===== src/rtl/encrypt_round_ctrl.sv =====
// Multi-round block encryption sequencer around one combinational encrypt_engine.
// Optional ENC_STATS_EN adds a 16-bit delivered-block counter output (blocks_done).

module encrypt_engine #(
  parameter int unsigned BLOCK_WIDTH = 32
) (
  input  logic [BLOCK_WIDTH-1:0] data_i,
  input  logic [BLOCK_WIDTH-1:0] key_i,
  output logic [BLOCK_WIDTH-1:0] data_o
);
  logic [BLOCK_WIDTH-1:0] mixed;

  assign mixed  = data_i ^ key_i;
  assign data_o = {mixed[BLOCK_WIDTH-2:0], mixed[BLOCK_WIDTH-1]};
endmodule

module encrypt_round_ctrl #(
  parameter int unsigned BLOCK_WIDTH = 32,
  parameter int unsigned NUM_ROUNDS  = 8,
  parameter int unsigned KEY_ROT     = 3
) (
  input  logic                              clk,
  input  logic                              rst_n,
  input  logic                              flush,
  input  logic                              in_valid,
  output logic                              in_ready,
  input  logic [BLOCK_WIDTH-1:0]            in_data,
  input  logic [BLOCK_WIDTH-1:0]            in_key,
  output logic                              out_valid,
  input  logic                              out_ready,
  output logic [BLOCK_WIDTH-1:0]            out_data,
  output logic                              busy,
  output logic [$clog2(NUM_ROUNDS+1)-1:0]   round_idx
`ifdef ENC_STATS_EN
  ,
  output logic [15:0]                       blocks_done
`endif
);
  localparam int unsigned RW = $clog2(NUM_ROUNDS + 1);

  if (NUM_ROUNDS < 1) begin : g_bad_rounds
    $error("encrypt_round_ctrl: NUM_ROUNDS must be at least 1");
  end
  if (KEY_ROT < 1 || KEY_ROT >= BLOCK_WIDTH) begin : g_bad_rot
    $error("encrypt_round_ctrl: KEY_ROT must be in 1..BLOCK_WIDTH-1");
  end

  typedef enum logic [1:0] {
    S_IDLE,
    S_RUN,
    S_DONE
  } state_e;

  state_e                 state_q;
  logic                   in_ready_q;
  logic                   out_valid_q;
  logic                   busy_q;
  logic [RW-1:0]          round_q;
  logic [BLOCK_WIDTH-1:0] data_q;
  logic [BLOCK_WIDTH-1:0] key_q;

  logic [BLOCK_WIDTH-1:0] data_d;
  logic [BLOCK_WIDTH-1:0] key_d;
  logic [BLOCK_WIDTH-1:0] round_const;
  logic                   last_round;

  encrypt_engine #(
    .BLOCK_WIDTH(BLOCK_WIDTH)
  ) u_engine (
    .data_i(data_q),
    .key_i (key_q),
    .data_o(data_d)
  );

  // Next round key: rotate, then mix in the 1-based round number zero-extended.
  always_comb begin
    round_const = BLOCK_WIDTH'(round_q) + BLOCK_WIDTH'(1);
    key_d       = ((key_q << KEY_ROT) | (key_q >> (BLOCK_WIDTH - KEY_ROT))) ^ round_const;
    last_round  = (round_q == RW'(NUM_ROUNDS - 1));
  end

  always_ff @(posedge clk or negedge rst_n) begin
    if (!rst_n) begin
      state_q     <= S_IDLE;
      in_ready_q  <= 1'b1;
      out_valid_q <= 1'b0;
      busy_q      <= 1'b0;
      round_q     <= '0;
      data_q      <= '0;
      key_q       <= '0;
    end else if (flush) begin
      // Abort wins over everything; data/key registers intentionally keep their value.
      state_q     <= S_IDLE;
      in_ready_q  <= 1'b1;
      out_valid_q <= 1'b0;
      busy_q      <= 1'b0;
      round_q     <= '0;
    end else begin
      case (state_q)
        S_IDLE: begin
          if (in_valid) begin
            data_q     <= in_data;
            key_q      <= in_key;
            round_q    <= '0;
            state_q    <= S_RUN;
            in_ready_q <= 1'b0;
            busy_q     <= 1'b1;
          end
        end
        S_RUN: begin
          data_q  <= data_d;
          key_q   <= key_d;
          round_q <= round_q + RW'(1);
          if (last_round) begin
            state_q     <= S_DONE;
            out_valid_q <= 1'b1;
          end
        end
        S_DONE: begin
          if (out_ready) begin
            state_q     <= S_IDLE;
            out_valid_q <= 1'b0;
            in_ready_q  <= 1'b1;
            busy_q      <= 1'b0;
            round_q     <= '0;
          end
        end
        default: begin
          state_q     <= S_IDLE;
          in_ready_q  <= 1'b1;
          out_valid_q <= 1'b0;
          busy_q      <= 1'b0;
          round_q     <= '0;
        end
      endcase
    end
  end

  assign in_ready  = in_ready_q;
  assign out_valid = out_valid_q;
  assign busy      = busy_q;
  assign round_idx = round_q;
  assign out_data  = data_q;

`ifdef ENC_STATS_EN
  logic [15:0] blocks_q;

  always_ff @(posedge clk or negedge rst_n) begin
    if (!rst_n) begin
      blocks_q <= '0;
    end else if (out_valid_q && out_ready && !flush) begin
      blocks_q <= blocks_q + 16'd1;
    end
  end

  assign blocks_done = blocks_q;
`endif

endmodule


===== config.mk =====
export PLATFORM = sky130hd
export DESIGN_NAME = encrypt_round_ctrl
export DESIGN_NICKNAME = d
export VERILOG_FILES = /design/src/rtl/encrypt_round_ctrl.sv
export SDC_FILE = /design/constraint.sdc
export NUM_CORES = 1
export LEC_CHECK = 0
export ABC_AREA = 1
export BUFFER_PORTS_ARGS = -buffer_cell sky130_fd_sc_hd__buf_4
export CAP_MARGIN = 20
export CORE_UTILIZATION = 47
export DETAILED_ROUTE_END_ITERATION = 7
export GPL_TIMING_DRIVEN = 1
export PLACE_DENSITY = 0.72
export SETUP_SLACK_MARGIN = 0.4
export SKIP_CTS_REPAIR_TIMING = 1
export SYNTH_ARGS = -nofsm -noshare
export SYNTH_HDL_FRONTEND = slang
export SYNTH_SLANG_ARGS = --single-unit

===== constraint.sdc =====
create_clock -name clk -period 1.2 [get_ports clk]
set_input_delay 0.18 -clock clk [delete_from_list [all_inputs] [get_ports clk]]
set_output_delay 0.18 -clock clk [all_outputs]
set_load 0.005 [all_outputs]

-- After elaboration in Yosys (flattened, before gate mapping)
Index checks and enable logic that the tools add are counted.
- add/subtract/negate cells: 2
- equal/unequal tests: 9
- multiplexer cells: 24
- bitwise gates (word level): 4
- reduce and logical (&&, ||, !) cells: 7
- operators with widths (kind ; number):
    32-bit case mux with 2 select lines ; 2
    32-bit two-way mux ; 2
    32-bit by 3-bit OR with 32-bit output ; 1
    32-bit bitwise XOR ; 1
    32-bit by 5-bit bitwise XOR with 32-bit output ; 1
    4-bit two-way mux ; 3
    4-bit case mux with 3 select lines ; 1
    3-bit AND reduction ; 4
    3-bit inequality test (second input constant) ; 3
    1-bit case mux with 3 select lines ; 3
    1-bit two-way mux ; 8
    2-bit two-way mux ; 4
    2-bit inequality test (second input constant) ; 3
    2-bit case mux with 3 select lines ; 1
    4-bit by 1-bit adder with 5-bit output (second input constant) ; 1
    4-bit by 1-bit adder with 4-bit output (second input constant) ; 1
    4-bit by 3-bit equality test with 1-bit output (second input constant) ; 1
    2-bit by 1-bit equality test with 1-bit output (second input constant) ; 1
    2-bit equality test (second input constant) ; 1
    2-bit logical NOT ; 1
    2-bit AND reduction ; 1
    2-bit nonzero test ; 1
    1-bit NOT ; 1
- bits in registers: 73
- word-level logic and storage cells: 53

-- Longest topological paths before layout
- depth in word-level cells: 4
- depth in mapped cells: 8

-- Modules after synthesis
Synthesis repeated with hierarchy kept, for this count alone.
- cell total of the unflattened synthesis: 574
- area total of the unflattened synthesis: 3978.8 um^2
- by module, submodules not included (module ; times used ; cells an instance ; area an instance (um^2)):
    encrypt_round_ctrl ; 1 ; 414 ; 3378.2
    encrypt_engine ; 1 ; 160 ; 600.6

-- Worst setup path after synthesis
No wires, ideal clock.
- path kind: reg-to-reg
- start point: register round_q[0] (netlist: round_idx[0])
- end point: register out_valid_q (netlist: out_valid)
- arrival time: 1.140 ns
- data required time: 1.077 ns
- path slack: -0.063 ns
- cell stages (with the launch flop): 8
- buffers on the path: 0
- clock period less this slack: 1.263 ns
- cells stage by stage: dfrtp_1 ha_1 nand2_1 inv_1 a21oi_1 inv_1 nand2_1 nand2_1
- word-level cells in the longest chain between the ends: 3
- ends and longest elaborated chain (item ; line ; text):
    from (decl) ; 58 ; logic [RW-1:0] round_q;
    from (signal assigned) ; 113 ; round_q <= round_q + RW'(1);
    4-bit by 3-bit equality test with 1-bit output ; 79 ; last_round = (round_q == RW'(NUM_ROUNDS - 1));
    3-bit inequality test (no source line) ; n/a ;
    3-bit AND reduction (no source line) ; n/a ;
    to (signal assigned) ; 86 ; out_valid_q <= 1'b0;
    to (signal assigned) ; 95 ; out_valid_q <= 1'b0;
    to (signal assigned) ; 116 ; out_valid_q <= 1'b1;
    to (decl) ; 56 ; logic out_valid_q;
No other way between the ends.
A chain may end at the register's enable or synchronous reset.

-- Worst setup path after layout
- start point: register state_q[0]
- end point: register key_q[0]
- word-level cells in the longest chain between the ends: 3
- ends and longest elaborated chain (item ; line ; text):
    from (decl) ; 54 ; state_e state_q;
    from (signal assigned) ; 84 ; state_q <= S_IDLE;
    from (signal assigned) ; 93 ; state_q <= S_IDLE;
    from (signal assigned) ; 105 ; state_q <= S_RUN;
    2-bit by 1-bit equality test with 1-bit output / 2-bit logical NOT (equally long branches) ; 99 ; case (state_q)
    2-bit nonzero test (no source line) / 2-bit inequality test (equally long branches) ; n/a ;
    3-bit AND reduction (no source line) ; n/a ;
    to (signal assigned) ; 103 ; key_q <= in_key;
    to (signal assigned) ; 112 ; key_q <= key_d;
    to (decl) ; 60 ; logic [BLOCK_WIDTH-1:0] key_q;
Several ways; a longest one is shown, not always the timed one.

==> qor.csv <==
metric;value;unit
relSlewSlack;81.3;%
drt-pass1-iter-count;5;
yosysTopAreaCell;dfrtp_1;
crit_path_start_kind;register;
grt_pass1_vias;3476;
finalCriticalPeriod;1330;ps
synthTopCellsByArea;dfrtp_1 47%, a21oi_1 12%, nand2_1 11%;
overflow;0;
whs;104;ps
status;complete, but fails checks;
leakage;2.76;nW
start_util;48.9;%
num_antenna_cells;0;
yosys.area_share.simple;22.9;%
htreeDepth;3;
critPathRequiredTime;1470;ps
worst_slew_pin_slew;279;ps
dp_hpwl;7.14;mm
final_common_cell;nand2_1;
setup_viol;67;
cts-buffers-inserted;9;
setup_ws;-133;ps
violations;negative setup slack;
yosysWarnings;0;
synth_xor_area_share;0;%
yosysSeqAreaShare;48.1;%
end_kind;register;
place_area;0.00485;mm2
clk_latency;350;ps
power_density;1790;mW/mm2
path_class;register to register;
grt_pass1_wl;16.6;mm
post-route-cell-area;0.00568;mm2
fin_skew;9.12;ps
fin_crit_sh;111;%
worstPathArrival;1600;ps
grt_setup_unrepaired;yes;
cts_root_buf;clkbuf_8;
cts_tree;done;
synthAdderAreaFrac;0.329;%
syn_nets;557;
wl;11.3;mm
hold_viol_final;0;
rows;32;
synth_cell_type_count;22;
wl_per_cell;15.3;um
viasPerCell;5.45;
syn_avg_cell_area;7.80;um2
final_layout_size_suffix_gt1_share;36.4;%
drtAntennaViolNets;0;
cts.sinks;73;
synth-compound-area-share;20.2;%
peakVddDrop;0.967;mV
synth_top_cell_area_share;47.4;%
synth_area;0.00380;mm2
drtIter0Drc;205;
coreArea;0.00777;mm2
drcViolationCount;0;
portBuffers;107;
vias;4026;
clock_path_buffers;2;
fmax;750;MHz
hold_path_class;input port to register;
r2r_cells;8;
worstHoldPathCells;3;
dp_slack;-89.9;ps
muxShareOfSynthArea;0;%
synth_top_family_by_area;simple AND/OR/NAND/NOR gates;
layout_common_cells;103 x nand2_1, 102 x buf_4, 78 x a21oi_1, 67 x dfrtp_1;
area_delta_synth_final;49.4;%
synth-seq-cells;73;
boundaryPins;108;
clk_pin_slew;80;ps
antenna_found_initial;0;
grt_max_degree;53;
gp_congestion;0.893;
die_y;91.9;um
slew_violations;0;
nets;702;
die_w;91.9;um
cp_max_fo;8;
die_area;0.00845;mm2
grt_usage;24.7;%
maxCapViolCount;0;
fill_cells;590;
synth_cells;487;
## logic make-up after synthesis
kind of cell / after synthesis
buf+inv: 75
fa+ha+maj: 1
compound gates: 134
simple gates: 204
flops: 73
## layer usage
layer  up-vias  global-route usage (%)  wire [um]
met4         0                    8.20        238
met3        21                    3.65        765
met1      1923                    34.6       4790
met2       177                    39.3       5510
met5         -                       0          0
li1       1905                       -          -
## through the flow
step / power (W) / instances / utilization (%) / TNS (ps)
6_report: 0.0102 / 739 / 73.1 / -4590
3_3_place_gp: 0.00707 / 688 / 62.4 / -606
4_1_cts: 0.00917 / 704 / 65.0 / -4580
2_1_floorplan: 0.00570 / 487 / - / 0
5_1_grt: 0.0108 / 739 / 73.1 / -9440
3_5_place_dp: 0.00717 / 688 / 62.4 / -2910
## synth_stat cells
cell	count
buf_2	16
dfrtp_1	72
buf_4	3
ha_1	1
or2_2	14
buf_6	1
o22ai_1	1
nor2_4	2
dfstp_2	1
inv_2	2
nand4_1	2
o21ai_1	2
o21ai_4	1
nand2_1	111
clkbuf_1	3
o21ai_0	7
inv_1	47
buf_1	3
a21oi_1	89
nor2_1	35
a22oi_1	34
nand3_1	40
## flip-flops by register name, summed over array words and instances (netlist names)
name,count
busy,1
in_ready,1
key_q,32
out_data,32
out_valid,1
round_idx,4
state_q,2
## path summary, 6_finish.rpt
path	slack, ps	end	from
max in group asynchronous	560	in_ready$_DFFE_PN1P_	rst_n
hold / removal	100	out_data[21]$_DFFE_PN0P_	in_data[21]
min in group asynchronous	190	out_data[2]$_DFFE_PN0P_	rst_n
setup / recovery	-130	key_q[0]$_DFFE_PN0P_	state_q[0]$_DFFE_PN0P_
hold reg to reg	500	in_ready$_DFFE_PN1P_	in_ready$_DFFE_PN1P_
setup reg to reg	-130	key_q[0]$_DFFE_PN0P_	state_q[0]$_DFFE_PN0P_
## final cells by class
type	count	area [um2]	share of cell area, %
clock buffer	10	138	2.42
tap	102	128	2.25
sequential	73	1830	32.3
timing repair buffer	160	1540	27.2
clock inverter	6	66.3	1.17
inverter	49	184	3.24
multi-input combinational	339	1780	31.4
## where the power goes
part | internal (W) | total, W | switching [W] | leakage (nW)
logic | 0.00230 | 0.00421 | 0.00191 | 1.83
registers | 0.00322 | 0.00397 | 0.000747 | 0.823
clock network | 0.00102 | 0.00199 | 0.000970 | 0.107
## worst max-delay path, stage by stage, from the launching register on
cell	delay, ps
dfrtp_2	420
inv_2	80
nor2_4	130
buf_12	150
buf_6	90
inv_1	40
nor2_1	110
nand2_1	70
a22oi_1	150
No activity file was read; power rests on OpenSTA's default activity.
